### src/rtl/change_dispenser.sv
// Greedy three-denomination change payout with a req/ack coin handshake and ack timeout.
// Define CHANGE_TUBE_EN to add per-tube stock counters, refill inputs and tube_empty flags.
module change_dispenser #(
  parameter int AMT_W     = 8,
  parameter int VAL0      = 25,
  parameter int VAL1      = 10,
  parameter int VAL2      = 5,
  parameter int TUBE_W    = 6,
  parameter int TUBE_INIT = 20,
  parameter int ACK_TO    = 255,
  parameter int TO_W      = 8
) (
  input  logic             clk,
  input  logic             reset,
  input  logic             start,
  input  logic [AMT_W-1:0] amount,
  input  logic             coin_ack,
  output logic [2:0]       coin_req,
  output logic             active,
  output logic             done,
  output logic             short,
  output logic             fault,
  output logic [AMT_W-1:0] remainder
`ifdef CHANGE_TUBE_EN
  ,
  input  logic              refill,
  input  logic [1:0]        refill_sel,
  input  logic [TUBE_W-1:0] refill_cnt,
  output logic [2:0]        tube_empty
`endif
);

  typedef enum logic [1:0] {S_IDLE, S_SELECT, S_REQ, S_DONE} state_t;

  localparam logic [AMT_W-1:0] C_VAL [3] = '{AMT_W'(VAL0), AMT_W'(VAL1), AMT_W'(VAL2)};

  state_t           r_state, w_state_next;
  logic [AMT_W-1:0] r_bal, w_bal_next;
  logic [1:0]       r_sel, w_sel_next;
  logic [TO_W-1:0]  r_to_cnt, w_to_next;
  logic             r_short, w_short_next;
  logic             r_fault, w_fault_next;
  logic [AMT_W-1:0] r_rem, w_rem_next;
  logic [2:0]       w_avail;
  logic [2:0]       w_elig;
  logic [1:0]       w_pick;

  genvar gi;
  generate
    for (gi = 0; gi < 3; gi++) begin : g_elig
      assign w_elig[gi] = (r_bal >= C_VAL[gi]) && w_avail[gi];
    end
  endgenerate

  // Lowest index wins, which is the largest coin: greedy payout.
  assign w_pick = w_elig[0] ? 2'd0 : (w_elig[1] ? 2'd1 : 2'd2);

`ifdef CHANGE_TUBE_EN
  generate
    for (gi = 0; gi < 3; gi++) begin : g_tube
      logic [TUBE_W-1:0] r_tube;
      logic [TUBE_W:0]   w_sum;
      logic              w_add;
      logic              w_dec;

      assign w_add = refill && (refill_sel == 2'(gi));
      assign w_dec = (r_state == S_REQ) && coin_ack && (r_sel == 2'(gi));
      // A tube is only selected when nonempty, so the decrement cannot wrap.
      assign w_sum = {1'b0, r_tube} + (w_add ? {1'b0, refill_cnt} : '0)
                   - {{TUBE_W{1'b0}}, w_dec};

      always_ff @(posedge clk or posedge reset) begin
        if (reset)
          r_tube <= TUBE_W'(TUBE_INIT);
        else if (w_sum[TUBE_W])
          r_tube <= '1;
        else
          r_tube <= w_sum[TUBE_W-1:0];
      end

      assign w_avail[gi]    = (r_tube != '0);
      assign tube_empty[gi] = (r_tube == '0);
    end
  endgenerate
`else
  // Unlimited supply; the expression folds to constant ones.
  assign w_avail = {3{(TUBE_W > 0) || (TUBE_INIT >= 0)}};
`endif

  always_comb begin
    w_state_next = r_state;
    w_bal_next   = r_bal;
    w_sel_next   = r_sel;
    w_to_next    = r_to_cnt;
    w_short_next = r_short;
    w_fault_next = r_fault;
    w_rem_next   = r_rem;
    coin_req     = 3'b000;
    active       = 1'b0;
    done         = 1'b0;
    case (r_state)
      S_IDLE: begin
        if (start) begin
          w_bal_next   = amount;
          w_short_next = 1'b0;
          w_fault_next = 1'b0;
          w_rem_next   = '0;
          w_state_next = S_SELECT;
        end
      end
      S_SELECT: begin
        active = 1'b1;
        if (|w_elig) begin
          w_sel_next   = w_pick;
          w_to_next    = '0;
          w_state_next = S_REQ;
        end else begin
          w_rem_next   = r_bal;
          w_short_next = (r_bal != '0);
          w_state_next = S_DONE;
        end
      end
      S_REQ: begin
        active   = 1'b1;
        coin_req = 3'b001 << r_sel;
        if (coin_ack) begin
          w_bal_next   = r_bal - C_VAL[r_sel];
          w_state_next = S_SELECT;
        end else if ((ACK_TO != 0) && (r_to_cnt == TO_W'(ACK_TO - 1))) begin
          w_fault_next = 1'b1;
          w_short_next = 1'b1;
          w_rem_next   = r_bal;
          w_state_next = S_DONE;
        end else begin
          w_to_next = r_to_cnt + TO_W'(1);
        end
      end
      S_DONE: begin
        done         = 1'b1;
        w_state_next = S_IDLE;
      end
      default: w_state_next = S_IDLE;
    endcase
  end

  always_ff @(posedge clk or posedge reset) begin
    if (reset) begin
      r_state  <= S_IDLE;
      r_bal    <= '0;
      r_sel    <= '0;
      r_to_cnt <= '0;
      r_short  <= 1'b0;
      r_fault  <= 1'b0;
      r_rem    <= '0;
    end else begin
      r_state  <= w_state_next;
      r_bal    <= w_bal_next;
      r_sel    <= w_sel_next;
      r_to_cnt <= w_to_next;
      r_short  <= w_short_next;
      r_fault  <= w_fault_next;
      r_rem    <= w_rem_next;
    end
  end

  assign short     = r_short;
  assign fault     = r_fault;
  assign remainder = r_rem;

endmodule
### config.mk
export PLATFORM = sky130hd
export DESIGN_NAME = change_dispenser
export DESIGN_NICKNAME = d
export VERILOG_FILES = /design/src/rtl/change_dispenser.sv
export SDC_FILE = /design/constraint.sdc
export NUM_CORES = 1
export LEC_CHECK = 0
export ABC_AREA = 1
export CAP_MARGIN = 20
export CORE_MARGIN = 1.5
export CORE_UTILIZATION = 55
export CTS_CLUSTER_SIZE = 28
export DETAILED_ROUTE_END_ITERATION = 16
export DONT_BUFFER_PORTS = 1
export PLACE_DENSITY = 0.73
export SYNTH_ARGS = -nofsm -noshare
export SYNTH_HDL_FRONTEND = slang
export SYNTH_SLANG_ARGS = --single-unit
### constraint.sdc
create_clock -name clk -period 1.65 [get_ports clk]
set_input_delay 0.165 -clock clk [delete_from_list [all_inputs] [get_ports clk]]
set_output_delay 0.165 -clock clk [all_outputs]
set_load 0.1 [all_outputs]
==> flow_metrics.env, run 1 <==
export IMPL_status="finished, final reports clean"
export IMPL_grt_max_degree=31
export IMPL_synth_top_area_cell="dfrtp_1"
export IMPL_routed_wl_um=5030
export IMPL_multiInputGateArea_mm2=0.00128
export IMPL_synth_seq_cells=30
export IMPL_clk_pin_slew_ns=0.06
export IMPL_syn_nets=313
export IMPL_arrival_ns=1.81
export IMPL_cap_violations=0
export IMPL_drc=0
export IMPL_synth_most_common_cell="nand2_1"
export IMPL_cp_start_kind="flop"
export IMPL_fmax_mhz=609
export IMPL_grt_usage=0.243
export IMPL_synthTopCellsByArea="dfrtp_1 36%, nand2_1 17%, inv_1 6.9%"
export IMPL_grt_pass1_wl_um=7770
export IMPL_critical_path_class="reg -> reg"
export IMPL_finalHoldViolCount=0
export IMPL_io_pin_count=27
export IMPL_syn_avg_cell_area_um2=7.16
export IMPL_clockBufferDepth=2
export IMPL_overflow=0
export IMPL_dp_hpwl_um=3380
export IMPL_synth_edff_count=0
export IMPL_critPathRequiredTime_ns=1.81
export IMPL_cts_tree="built"
export IMPL_clock_skew_ns=0.00781
export IMPL_vias_per_cell=5.25
export IMPL_fillers=285
export IMPL_grt_pass1_vias=1816
export IMPL_drt_iter0_drc=141
export IMPL_seqCellArea_um2=751
export IMPL_layout_drive_gt1_share=0.267
export IMPL_synth_distinct_cells=33
export IMPL_gp_congestion=0.830
export IMPL_synth_top_cell_area_share=0.363
export IMPL_fp_dieW_um=64.3
export IMPL_fin_crit_ns=1.64
export IMPL_stdcell_area_mm2=0.00265
export IMPL_cts_sinks=30
export IMPL_core_rowCount=22
export IMPL_diodes=0
export IMPL_yosysWarningCount=0
export IMPL_numCtsBuffers=5
export IMPL_postPlaceCellArea_mm2=0.00238
export IMPL_dr_pass1_iters=4
export IMPL_min_path_type="in -> reg"
export IMPL_cts_root_buf="clkbuf_8"
export IMPL_clock_latency_ns=0.28
export IMPL_netlist_area_mm2=0.00207
export IMPL_synth_common_cells="94 x nand2_1, 38 x inv_1, 30 x dfrtp_1"
export IMPL_path_max_fanout=4
export IMPL_antenna_found_initial=0
export IMPL_relSlewSlack=0.746
export IMPL_syn_inst=289
export IMPL_crit_path_end_kind="flop"
export IMPL_ys_seq_area_frac=0.363
export IMPL_dr_total_vias=1986
export IMPL_dieArea_mm2=0.00414
export IMPL_start_util=0.570
export IMPL_drtAntennaViolNets=0
export IMPL_htree_levels=2
export IMPL_die_height_um=64.3
export IMPL_slew_violations=0
export IMPL_rsz0062_at_grt="true"
export IMPL_nNetsFinal=354
export IMPL_port_buffers=0
export IMPL_ys_async_sr_fraction=1.00
export IMPL_period_share=0.995
export IMPL_tightest_slew_ns=0.381
export IMPL_avgRoutedWirePerCell_um=13.3
export IMPL_core_mm2=0.00363
export IMPL_area_growth_pct=28.1
export IMPL_setup_viol=0
export IMPL_synth_main_ff_cell="dfrtp_1"
==> cells by family after synthesis <==
family | after synthesis | share of synthesized area
compound gates | 35 | 0.108
xor+xnor | 2 | 0.00847
fa+ha+maj | 12 | 0.0762
buf+inv | 47 | 0.0943
flops | 30 | 0.363
simple gates | 163 | 0.350
==> worst max-delay path: stages, from the launching register on <==
cell	delay, ns
dfrtp_1	0.40
inv_2	0.12
ha_4	0.14
inv_2	0.04
fa_2	0.38
xnor2_2	0.20
nand2_1	0.07
o211ai_1	0.09
o21ai_1	0.08
==> stage by stage <==
stage / cells / setup slack (ns) / util / TNS, ns / hold WS, ns
finish: 378 / 0.00879 / 0.729 / 0 / 0.0448
global route: 378 / -0.102 / 0.729 / -0.419 / 0.0673
CTS: 371 / -0.0194 / 0.685 / -0.0194 / 0.0415
detailed placement: 363 / -0.0737 / 0.655 / -0.151 / 0.173
global placement: 363 / -0.0133 / 0.655 / -0.0133 / 0.160
floorplan: 289 / -0.272 / - / -1.85 / 0.256
==> layer usage <==
metal  vias to the layer above  track usage  part of all wire
met4                         0       0.0851             0.022
met2                        54        0.405              0.49
met1                       906        0.307              0.44
met3                        10       0.0581             0.053
met5                         -            0                 0
li1                       1016            -                 -
==> path summary, 6_finish.rpt <==
path	startpoint	end	slack, ns	cells past startpoint
max	r_sel[0]	r_bal[2]	0.009	8
max in group asynchronous	reset	r_bal[5]	0.96	3
min	amount[0]	r_bal[0]	0.04	2
min in group asynchronous	reset	r_to_cnt[7]	0.41	3
max reg2reg	r_sel[0]	r_bal[2]	0.009	8
min reg2reg	fault	fault	0.47	2
==> placed cells by master, fill, tap and decap left out, types with 3 or more instances in the layout <==
master     n
nand2_1   89
buf_4     33
inv_1     32
dfrtp_1   30
nor2_1    21
nand3_1   20
nand4_1   12
o21ai_0   10
inv_2      8
a21oi_1    8
o21ai_2    7
ha_4       5
clkbuf_8   5
nor2_4     4
nand2_2    4
ha_1       4
nand2_4    3
nor2_2     3
o21ai_1    3
buf_12     3
==> cell type report <==
type	count	area share
clock buffer	7	0.0288
multi-input combinational	214	0.482
sequential	30	0.283
inverter	41	0.0581
tap	48	0.0227
timing repair buffer	38	0.126
==> state kept, by name, summed over array words and instances, names as in the netlist <==
| name | cells |
|---|---|
| r_to_cnt | 8 |
| short | 1 |
| r_state | 2 |
| fault | 1 |
| r_bal | 8 |
| remainder | 8 |
| r_sel | 2 |
==> repair_timing <==
action                                  4_1_cts  5_1_grt
buffers inserted                              0        5
endpoints found under the setup margin        7       22
hold buffers                                  1        0
pin swaps                                     1       10
cloned                                        0        2
hold endpoints to repair                     30        0
resized for setup                             8       25
Power of run 1 is not shown: default switching activity piles up to over one toggle a cycle in this logic, so the estimate is an artifact.
==> inputs of run 2 (changes only) <==
--- a/config.mk
+++ b/config.mk
@@ -5,7 +5,7 @@
 export SDC_FILE = /design/constraint.sdc
 export NUM_CORES = 1
 export LEC_CHECK = 0
-export ABC_AREA = 1
+export ABC_AREA = 0
 export CAP_MARGIN = 20
 export CORE_MARGIN = 1.5
 export CORE_UTILIZATION = 55
==> run 2 against run 1 <==
  * Via count is 13% higher
  * Critical endpoint is now r_bal[7]
  * The flow now finishes with violations (negative setup slack)
  * Global-route usage is 6.6 points higher
  * Sequential cell count stayed put
  * Highest routed layer unchanged
  * Non-clock buffer count is 38 higher
  * Die area is 6.3% lower
  * Maximum frequency is 23% lower
  * Synthesized cell count is 25% lower
==> flow_metrics.env, run 2 <==
export IMPL_status="finished, violations left"
export IMPL_violations="negative setup slack"
export IMPL_grt_usage=0.309
export IMPL_multiInputGateArea_mm2=0.00136
export IMPL_crit_path_end_kind="flop"
export IMPL_grt_pass1_vias=1971
export IMPL_syn_avg_cell_area_um2=8.91
export IMPL_cts_root_buf="clkbuf_4"
export IMPL_synth_most_common_cell="dfrtp_1"
export IMPL_drc=0
export IMPL_slowest_delay_ns=0.42
export IMPL_numCtsBuffers=5
export IMPL_drt_iter0_drc=340
export IMPL_io_pin_count=27
export IMPL_core_rowCount=21
export IMPL_syn_inst=217
export IMPL_tightest_slew_ns=0.386
export IMPL_rsz0062_at_grt="true"
export IMPL_synth_main_ff_cell="dfrtp_1"
export IMPL_arrival_ns=2.34
export IMPL_clk_pin_slew_ns=0.11
export IMPL_critical_path_class="reg -> reg"
export IMPL_period_share=1.29
export IMPL_port_buffers=0
export IMPL_nNetsFinal=318
export IMPL_relSlewSlack=0.742
export IMPL_dieArea_mm2=0.00388
export IMPL_diodes=0
export IMPL_cts_sinks=30
export IMPL_layout_common_cells="60 x buf_4, 30 x dfrtp_1, 25 x nand2_1, 14 x inv_1, 12 x nor2_1"
export IMPL_overflow=0
export IMPL_fmax_mhz=470
export IMPL_fillers=142
export IMPL_dr_pass1_iters=5
export IMPL_vias_per_cell=6.56
export IMPL_finalNonFillerCells=341
export IMPL_cts_tree="built"
export IMPL_fin_crit_ns=2.13
export IMPL_avgRoutedWirePerCell_um=22.6
export IMPL_htree_levels=2
export IMPL_path_cells="buf_4 > nand2_4 > ha_1 > nor2b_1 > o31ai_2 > a21boi_1 > o311ai_1 > o211ai_1"
export IMPL_ys_async_sr_fraction=1.00
export IMPL_netlist_area_mm2=0.00193
export IMPL_ys_seq_area_frac=0.388
export IMPL_ff2ff_path_depth=8
export IMPL_cap_violations=0
export IMPL_gp_congestion=0.926
export IMPL_finalHoldViolCount=0
export IMPL_core_mm2=0.00336
export IMPL_layout_drive_gt1_share=0.471
export IMPL_postLayoutSetupSlackWorst_ns=-0.476
export IMPL_grt_max_degree=31
export IMPL_wl_met2_um=3640
export IMPL_routed_wl_met3_um=780
export IMPL_routed_wl_um=7710
export IMPL_synth_common_cells="30 x dfrtp_1, 26 x nand2_1, 21 x inv_1"
export IMPL_synth_top_cell_area_share=0.388
export IMPL_clock_skew_ns=0.0142
export IMPL_dp_hpwl_um=3570
export IMPL_die_height_um=62.3
export IMPL_setup_viol=27
export IMPL_synth_top_area_cell="dfrtp_1"
export IMPL_timing_hold_ws_ns=0.00374
export IMPL_synth_seq_cells=30
export IMPL_synth_distinct_cells=50
export IMPL_fp_dieW_um=62.3
export IMPL_dr_total_vias=2238
export IMPL_synthTopCellsByArea="dfrtp_1 39%, ha_1 7.1%, mux2i_1 5.2%"
export IMPL_grt_pass1_wl_um=9320
export IMPL_critPathRequiredTime_ns=1.87
export IMPL_wl_met1_um=2670
export IMPL_yosysWarningCount=0
export IMPL_top_layer="met4"
export IMPL_syn_nets=241
export IMPL_cp_start_kind="flop"
export IMPL_final_common_cell="buf_4"
export IMPL_hold_path_depth=2
export IMPL_area_growth_pct=54.8
export IMPL_drtAntennaViolNets=0
export IMPL_start_util=0.575
export IMPL_synth_edff_count=0
export IMPL_seqCellArea_um2=751
export IMPL_clockBufferDepth=2
export IMPL_antenna_found_initial=0
export IMPL_slew_violations=0
export IMPL_path_max_fanout=3
export IMPL_min_path_type="in -> reg"
export IMPL_critPathSlowestCell="dfrtp_1"
export IMPL_fin_setup_tns_ns=-3.79
export IMPL_dp_cells=313
export IMPL_clock_latency_ns=0.37
==> run 2: cell families after synthesis <==
kind of cell,Yosys count,share of synthesized area
flip-flops,30,0.388
buffers and inverters,28,0.0628
AND/OR/NAND/NOR,81,0.217
multiplexers,11,0.0595
adder cells (fa/ha/maj),12,0.0816
XOR/XNOR,1,0.00453
AO/OA/AOI/OAI,54,0.186
==> run 2: per-stage QoR <==
step / utilization / setup slack (ns) / cell area, um2
2_1_floorplan: - / -0.213 / 2030
3_3_place_gp: 0.740 / -0.234 / 2490
3_5_place_dp: 0.740 / -0.327 / 2490
4_1_cts: 0.826 / -0.255 / 2780
5_1_grt: 0.890 / -0.497 / 2990
6_report: 0.890 / -0.476 / 2990
==> run 2: cell type report <==
cell class / count / area share
Inverter: 21 / 0.0280
Timing Repair Buffer: 76 / 0.227
Clock inverter: 1 / 0.00167
Tap cell: 46 / 0.0192
Multi-Input combinational cell: 160 / 0.455
Sequential cell: 30 / 0.251
Clock buffer: 7 / 0.0184
==> run 2: final timing paths <==
path,slack [ns],to,from
hold reg to reg,0.53,short,short
setup reg to reg,-0.48,r_bal[7],r_sel[0]
hold / removal,0.004,r_bal[4],amount[4]
max in group asynchronous,1.05,r_sel[0],reset
setup / recovery,-0.48,r_bal[7],r_sel[0]
min in group asynchronous,0.31,r_state[1],reset
==> run 2: what timing repair did <==
item                                   4_1_cts  5_1_grt
setup endpoints to repair                   23       30
endpoints found under the hold margin       31        0
pin swaps                                    8       15
resized for setup                           30       39
setup buffers                               12        6
hold buffers                                 2        0
cloned                                       1        0
==> run 2: per-layer routing <==
metal,track usage,vias to the layer above
li1,-,928
met1,0.383,1041
met2,0.518,201
met3,0.0743,68
met5,0,-
met4,0.128,0
==> run 2: critical path: cells and delay by family (launching register included) <==
family / cells / cell delay (ns)
AO/OA/AOI/OAI: 4 / 0.93
adder cells (fa/ha/maj): 1 / 0.22
buffers and inverters: 1 / 0.16
flip-flops: 1 / 0.42
AND/OR/NAND/NOR: 2 / 0.25
Power of run 2 is left out for the same reason.
